File: src/rtl/accel_pkg.sv
// Shared encodings and loop bounds for the dot-product / 2x2 matmul sequencer.
package accel_pkg;

    localparam logic OP_DOT4      = 1'b0;
    localparam logic OP_MATMUL2x2 = 1'b1;

    typedef enum logic [1:0] {
        IDLE = 2'd0,
        MAC  = 2'd1,
        WB   = 2'd2
    } state_t;

    localparam int DOT_MACS        = 4;
    localparam int MM_MACS_PER_OUT = 2;
    localparam int MM_OUTS         = 4;

endpackage

File: src/rtl/accel_mac.sv
// Registered signed multiply-accumulate; one product per enabled cycle, clear wins over enable.
// sum_o is the accumulator plus the current product, so a caller can capture a final result on the last MAC edge.
module accel_mac #(
    parameter int ELEM_W = 8,
    parameter int ACC_W  = 32
) (
    input  logic              clk,
    input  logic              reset_n,
    input  logic              clr_i,
    input  logic              en_i,
    input  logic [ELEM_W-1:0] a_i,
    input  logic [ELEM_W-1:0] b_i,
    output logic [ACC_W-1:0]  sum_o
);

    logic signed [2*ELEM_W-1:0] prod;
    logic [ACC_W-1:0]           prod_ext;
    logic [ACC_W-1:0]           acc_q;
    logic [ACC_W-1:0]           acc_d;

    assign prod     = $signed(a_i) * $signed(b_i);
    assign prod_ext = {{(ACC_W-2*ELEM_W){prod[2*ELEM_W-1]}}, prod};
    assign sum_o    = acc_q + prod_ext;

    always_comb begin
        acc_d = acc_q;
        if (clr_i) begin
            acc_d = '0;
        end else if (en_i) begin
            acc_d = sum_o;
        end
    end

    always_ff @(posedge clk or negedge reset_n) begin
        if (!reset_n) begin
            acc_q <= '0;
        end else begin
            acc_q <= acc_d;
        end
    end

endmodule

File: src/rtl/accel_seq.sv
// Sequences DOT4 (5 cycles start->done) and MATMUL2x2 (12 cycles) over one shared MAC, writing results back.
// No backpressure: busy holds the pipeline; start while busy is dropped, flush aborts with no write.
module accel_seq
    import accel_pkg::*;
#(
    parameter int ELEM_W = 8,
    parameter int ACC_W  = 32,
    parameter int REG_AW = 5
) (
    input  logic                clk,
    input  logic                reset_n,
    input  logic                start,
    input  logic                op,
    input  logic                relu,
    input  logic [REG_AW-1:0]   rd,
    input  logic [4*ELEM_W-1:0] a_vec,
    input  logic [4*ELEM_W-1:0] b_vec,
    input  logic                flush,
    output logic                busy,
    output logic                done,
    output logic                wr_en,
    output logic [REG_AW-1:0]   wr_addr,
    output logic [ACC_W-1:0]    wr_data
);

    state_t                state_q;
    logic                  op_q;
    logic                  relu_q;
    logic [REG_AW-1:0]     rd_q;
    logic [4*ELEM_W-1:0]   a_q;
    logic [4*ELEM_W-1:0]   b_q;
    logic [1:0]            k_q;
    logic [1:0]            m_q;
    logic                  busy_q;
    logic                  done_q;
    logic                  wr_en_q;
    logic [REG_AW-1:0]     wr_addr_q;
    logic [ACC_W-1:0]      wr_data_q;

    logic [1:0]            a_idx;
    logic [1:0]            b_idx;
    logic [ELEM_W-1:0]     a_sel;
    logic [ELEM_W-1:0]     b_sel;
    logic                  mac_clr;
    logic                  mac_en;
    logic [ACC_W-1:0]      mac_sum;
    logic                  last_mac;
    logic                  last_out;
    logic [REG_AW-1:0]     wb_addr_d;
    logic [ACC_W-1:0]      wb_data_d;

    // Matmul output k=(i,j): step m pairs a[i][m] with b[m][j].
    always_comb begin
        a_idx = m_q;
        b_idx = m_q;
        if (op_q == OP_MATMUL2x2) begin
            a_idx = {k_q[1], m_q[0]};
            b_idx = {m_q[0], k_q[0]};
        end
    end

    assign a_sel = a_q[int'(a_idx)*ELEM_W +: ELEM_W];
    assign b_sel = b_q[int'(b_idx)*ELEM_W +: ELEM_W];

    assign mac_clr = flush || (state_q == WB) || (state_q == IDLE && start);
    assign mac_en  = (state_q == MAC);

    accel_mac #(
        .ELEM_W (ELEM_W),
        .ACC_W  (ACC_W)
    ) u_mac (
        .clk     (clk),
        .reset_n (reset_n),
        .clr_i   (mac_clr),
        .en_i    (mac_en),
        .a_i     (a_sel),
        .b_i     (b_sel),
        .sum_o   (mac_sum)
    );

    assign last_mac  = (op_q == OP_DOT4) ? (m_q == 2'(DOT_MACS-1))
                                         : (m_q == 2'(MM_MACS_PER_OUT-1));
    assign last_out  = (op_q == OP_DOT4) || (k_q == 2'(MM_OUTS-1));
    assign wb_addr_d = rd_q + REG_AW'(k_q);
    assign wb_data_d = (relu_q && mac_sum[ACC_W-1]) ? '0 : mac_sum;

    // Writeback outputs are loaded on the last MAC edge so they are visible during the WB cycle.
    always_ff @(posedge clk or negedge reset_n) begin
        if (!reset_n) begin
            state_q   <= IDLE;
            op_q      <= OP_DOT4;
            relu_q    <= 1'b0;
            rd_q      <= '0;
            a_q       <= '0;
            b_q       <= '0;
            k_q       <= '0;
            m_q       <= '0;
            busy_q    <= 1'b0;
            done_q    <= 1'b0;
            wr_en_q   <= 1'b0;
            wr_addr_q <= '0;
            wr_data_q <= '0;
        end else begin
            done_q  <= 1'b0;
            wr_en_q <= 1'b0;
            if (flush) begin
                state_q <= IDLE;
                busy_q  <= 1'b0;
                k_q     <= '0;
                m_q     <= '0;
            end else begin
                case (state_q)
                    IDLE: begin
                        if (start) begin
                            op_q    <= op;
                            relu_q  <= relu;
                            rd_q    <= rd;
                            a_q     <= a_vec;
                            b_q     <= b_vec;
                            k_q     <= '0;
                            m_q     <= '0;
                            busy_q  <= 1'b1;
                            state_q <= MAC;
                        end
                    end
                    MAC: begin
                        if (last_mac) begin
                            m_q     <= '0;
                            state_q <= WB;
                            done_q  <= last_out;
                            if (wb_addr_d != '0) begin
                                wr_en_q   <= 1'b1;
                                wr_addr_q <= wb_addr_d;
                                wr_data_q <= wb_data_d;
                            end
                        end else begin
                            m_q <= m_q + 2'd1;
                        end
                    end
                    WB: begin
                        if (last_out) begin
                            busy_q  <= 1'b0;
                            state_q <= IDLE;
                        end else begin
                            k_q     <= k_q + 2'd1;
                            state_q <= MAC;
                        end
                    end
                    default: begin
                        busy_q  <= 1'b0;
                        state_q <= IDLE;
                    end
                endcase
            end
        end
    end

    assign busy    = busy_q;
    assign done    = done_q;
    assign wr_en   = wr_en_q;
    assign wr_addr = wr_addr_q;
    assign wr_data = wr_data_q;

endmodule

File: config.mk
export PLATFORM = sky130hd
export DESIGN_NAME = accel_seq
export DESIGN_NICKNAME = d
export VERILOG_FILES = /design/src/rtl/accel_pkg.sv /design/src/rtl/accel_mac.sv /design/src/rtl/accel_seq.sv
export SDC_FILE = /design/constraint.sdc
export NUM_CORES = 1
export LEC_CHECK = 0
export BUFFER_PORTS_ARGS = -buffer_cell sky130_fd_sc_hd__buf_4
export CAP_MARGIN = 40
export CORE_MARGIN = 5
export CORE_UTILIZATION = 55
export CTS_CLUSTER_SIZE = 25
export DETAILED_ROUTE_END_ITERATION = 8
export PLACE_DENSITY = 0.72
export RECOVER_POWER = 50
export SYNTH_ARGS = -nofsm -noshare
export SYNTH_HDL_FRONTEND = slang
export SYNTH_SLANG_ARGS = --single-unit
File: constraint.sdc
create_clock -name clk -period 20.9 [get_ports clk]
set_clock_uncertainty 0.2 [all_clocks]
set_input_delay 4.18 -clock clk [delete_from_list [all_inputs] [get_ports clk]]
set_output_delay 4.18 -clock clk [all_outputs]
set_load 0.05 [all_outputs]
### Yosys cells after proc, flatten, opt, wreduce, memory -nomap -nowiden

Index checks and enable logic that the tools add are counted.

* mux-type cells: 29
* $mul: 1
* eq/ne operators: 10
* reduce and logical (&&, ||, !) cells: 16
* magnitude comparators: 0
* shift operators: 2
* add/subtract/negate cells: 4
* bitwise gates (word level): 2
* divide/modulo/power cells: 0

Operators by type and width (count)
* 32-bit two-way mux: 3
* 32-bit by 6-bit indexed part select with 8-bit output: 2
* 32-bit adder: 1
* 2-bit two-way mux: 10
* 8-bit by 8-bit multiplier with 16-bit output: 1
* 1-bit two-way mux: 12
* 3-bit inequality test (second input constant): 3
* 3-bit AND reduction: 3
* 2-bit one-hot mux with 2 select lines: 2
* 2-bit equality test (second input constant): 3
* 2-bit one-hot mux with 3 select lines: 1
* 3-bit nonzero test: 2
* 5-bit by 2-bit adder with 5-bit output: 1
* 5-bit nonzero test: 1
* 2-bit by 1-bit adder with 2-bit output (second input constant): 2
* 2-bit by 1-bit equality test with 1-bit output (second input constant): 2
* 2-bit AND reduction: 2
* 4-bit AND reduction: 1
* 1-bit logical OR: 3
* 3-bit by 2-bit inequality test with 1-bit output (second input constant): 1
* 1-bit one-hot mux with 3 select lines: 1
* 1-bit logical AND: 2
* 2-bit zero test: 1
* 2-bit inequality test (second input constant): 1
* 2 further kinds: 3

* register bits: 149
* memories: 0
* bits in read-only memories: 0
* bits in latches: 0
* logic and storage cells: 78
* memory bits (writable): 0
* input bits: 75

### Longest topological paths before layout

* depth in word-level cells: 6
* depth in mapped cells: 36
* gate-level depth less buffers: 33

### Hierarchy

Synthesis repeated with hierarchy kept, for this count alone.

* cell total of the unflattened synthesis: 1001
* area, all modules: 10765.3 µm²

By module, submodules not included
* accel_mac: area an instance 5477.8 µm², instances 1, sequential area each 800.8 µm², cells each 617
* accel_seq: area an instance 5287.6 µm², instances 1, sequential area each 2927.8 µm², cells each 384

### Least setup slack after synthesis

Ideal clock, no wire load.

* path type: register to register
* start point: reg op_q
* end point: reg wr_data_q[0], in the netlist wr_data[0]
* period minus slack after synthesis: 9.341 ns
* data arrival time: 9.020 ns
* slack: 11.559 ns
* cell stages (with the launch flop): 32
* cells stage by stage: dfrtp_1 -> clkbuf_1 -> nor2b_1 -> a21oi_1 -> mux4_2 -> and2_1 -> fa_1 -> inv_1 -> fa_1 -> inv_1 -> fa_1 -> inv_1 -> fa_1 -> inv_1 -> ha_1 -> a21oi_1 -> a21o_1 -> o221a_1 -> a211o_1 -> xnor2_1 -> ha_1 -> clkbuf_1 -> o21a_1 -> o21ai_1 -> nand2b_1 -> a21oi_1 -> a2111oi_0 -> a211oi_4 -> xnor2_1 -> a21oi_4 -> buf_6 -> a22o_1

* cells in the longest elaborated chain, start to end: 6

RTL lines
* from (decl): line accel_seq.sv:27 `logic op_q;`
* from (signal assigned): line accel_seq.sv:115 `op_q <= op;`
* 2-bit two-way mux: line accel_seq.sv:56 `if (op_q == OP_MATMUL2x2) begin`
* 32-bit by 6-bit indexed part select with 8-bit output (on tied branches): line accel_seq.sv:62, accel_seq.sv:63
* 8-bit by 8-bit multiplier with 16-bit output: line accel_mac.sv:21 `assign prod = $signed(a_i) * $signed(b_i);`
* 32-bit adder: line accel_mac.sv:23 `assign sum_o = acc_q + prod_ext;`
* 1-bit logical AND: line accel_seq.sv:85 `assign wb_data_d = (relu_q && mac_sum[ACC_W-1]) ? '0 : mac_sum;`
* 32-bit two-way mux: line accel_seq.sv:85
* to (signal assigned): line accel_seq.sv:134 `wr_data_q <= wb_data_d;`
* to (decl): line accel_seq.sv:38 `logic [ACC_W-1:0] wr_data_q;`

Parallel ways exist; a longest one is shown, timed or not.
A chain may end at the register's enable or synchronous reset.

==> metrics.txt <==
number of port buffers roughly 110; worst skew pair latency around 0.43 ns; Core Util, Final 0.634; share of layout cells above drive strength 1 0.195; period utilization 0.490; clock root buffer clkbuf_16; crit path launch type input port; top-area cell type share of the netlist area 0.364; status complete, but fails checks; cells after synthesis 946; EDFF count, synth 0; Row Count 50; Metal-1 WL between 10,000 and 15,000 um; DR vias about 7,300; fillers around 1,500; max_slew headroom -2.11; area grow syn2layout 14.6%; Die Span X approximately 150 um; cts bufs inserted 17; hold path start wr_data[27]; Most common cell on crit path clkbuf_1; DRC Markers 0; RePlAce Congestion 0.920; Routed Wire Length between 20,000 and 25,000 um; RR Endpoint wr_data[15]; WL met3 about 1000 um; CP Launch Point reset_n; failing checks capacitance limit, slew limit; number of global-route vias before repair about 7,600; largest net degree at the start of global routing 90; ys async rst share 1.00; CP delay by family, top buffers and inverters; initial antenna violation count 0; final setup vio count 0; wire per inst roughly 17 um; DRT Pass-1 Iters 5; fin crit period between 10 and 15 ns; Synth Net Count 1,142; Critical-path top delay cell clkbuf_1; Starting Density 0.553; critical path class input port to asynchronous set/reset pin; Antenna diodes 0; Synth area leaders dfrtp_1 (36%), fa_1 (11%), ha_1 (7.8%); Yosys reg bits 149; DR top layer met4; Arr. time, crit path approximately 10 ns; dpl hpwl around 16,000 um; # H-tree levels 4; Hold Violations, Final 0; PostCTS Resize Cnt 0; die area about 0.021 mm2; clock sinks about 150; Hold Path Class register to register; Synth Flop Type dfrtp_1; Avg Inst Size Synth approximately 11 um2; Worst Setup End Kind asynchronous set/reset pin; Post-CTS Hold Buffers 0; setup bufs post-CTS 0; CP cell instances clkbuf_1 -> clkbuf_1; largest area contributor in the synthesized netlist dfrtp_1; Ys Warns 0; unrepaired setup endpoints after global routing no; Met2 Wirelength about 10,000 um; CTS tree built; reg2reg start m_q[0]; count of cell types in the netlist between 50 and 60; worst slew pin tran 4.66 ns; vias per cell approximately 5.6; remaining antenna violation count 0; R2R Setup Slk ~11 ns; Slew Viols, Final around 150; Max Fanout on Critical Path 89; Die Ht 146 um; worst setup path end u_mac.acc_q[2]; first-pass GRT wire length roughly 38,000 um; Total GRT Usage 0.212; number of cells on the worst reg-to-reg path 32; I/O pins around 120; share of the yosys chip area belonging to registers 0.364; data required time of the worst path around 20 ns; Critical Path Max Stage Delay approximately 3.2 ns; 1st-iter DRT viols ~340; setup TNS 0 ns; max-cap viol count 2; total grt overflow 0; Final nets about 1,300; Clock Pin Slew Worst Setup and Hold Paths 0.06 ns; Max Fclk slightly below 0.1 GHz; CP bufs+invs 2; core area ~0.019 mm2; Syn Std Cell Area between 0.01 and 0.015 mm2; WP depth 2; Clock Path Buffers 2
metal layers:
layer / global-route usage / vias up
met4: 0.0499 / 0
li1: - / 3519
met2: 0.343 / 145
met5: 0 / -
met1: 0.293 / 3593
met3: 0.0497 / 29
flip-flops by register name, summed over array words and instances (netlist names), 5 cells and up:
signal,cells
a_q,32
wr_data,32
rd_q,5
u_mac.acc_q,32
b_q,32
wr_addr,5
Yosys cell counts, types with 3 or more instances:
| master | number |
|---|---|
| a31o_2 | 3 |
| o21ai_0 | 14 |
| a31oi_1 | 6 |
| a22o_1 | 53 |
| xor2_1 | 11 |
| nor3_1 | 8 |
| a211oi_1 | 7 |
| o31ai_1 | 4 |
| and3_1 | 5 |
| a21o_1 | 18 |
| xnor2_1 | 38 |
| ha_1 | 64 |
| o21ai_1 | 11 |
| fa_1 | 57 |
| mux2_2 | 71 |
| clkbuf_1 | 23 |
| and2_1 | 49 |
| o21bai_1 | 9 |
| mux4_2 | 15 |
| nand4_1 | 4 |
| dfrtp_1 | 149 |
| nand3_1 | 10 |
| nand2_1 | 56 |
| nor2_1 | 44 |
| buf_6 | 3 |
| inv_1 | 105 |
| a21oi_1 | 46 |
| mux2i_1 | 4 |
| nor4_1 | 4 |
| nor2b_1 | 12 |
| nand2b_1 | 9 |
area by class of cell:
type / instances / area [um2] / share of cell area
tap: 234 / 293 / 0.0249
inverter: 105 / 394 / 0.0336
timing repair buffer: 123 / 758 / 0.0646
clock buffer: 19 / 443 / 0.0377
clock inverter: 13 / 123 / 0.0104
multi-input combinational: 663 / 6000 / 0.511
sequential: 149 / 3730 / 0.318
per-stage QoR:
step | instances | cell area, um2 | worst slack (ns) | hold slack, ns
2_1_floorplan | 946 | 10200 | 11.56 | 0.256
3_3_place_gp | 1271 | 11300 | 11.25 | 0.262
3_5_place_dp | 1274 | 11400 | 11.36 | 0.272
4_1_cts | 1306 | 11900 | 11.34 | 0.286
5_1_grt | 1306 | 11700 | 9.18 | 0.301
6_report | 1306 | 11700 | 10.67 | 0.281
cell families after synthesis:
logic type | after synthesis | synth area share
multiplexers | 90 | 0.115
AO/OA/AOI/OAI | 194 | 0.136
adder cells (fa/ha/maj) | 121 | 0.190
flip-flops | 149 | 0.364
XOR/XNOR | 49 | 0.0419
AND/OR/NAND/NOR | 209 | 0.103
buffers and inverters | 134 | 0.0514
placed cells by master, fill, tap and decap left out, types with 49 or more instances in the layout:
cell type / n
a22o_1: 53
and2_1: 49
buf_4: 77
dfrtp_1: 149
fa_1: 57
ha_1: 64
inv_1: 105
mux2_2: 71
nand2_1: 56
how the worst min path moves through the flow:
stage	depth (start not counted)	end	slack, ns
4_1_cts	2	wr_data[1]	0.29
3_3_place_gp	2	wr_addr[0]	0.26
6_report	2	wr_data[27]	0.28
5_1_grt	2	wr_addr[4]	0.30
2_1_floorplan	2	u_mac.acc_q[20]	0.26
3_5_place_dp	2	wr_addr[4]	0.27
Power is left out: the tool's default activity adds up to more than one toggle a clock period on the data nets, which glitch-free logic cannot reach.
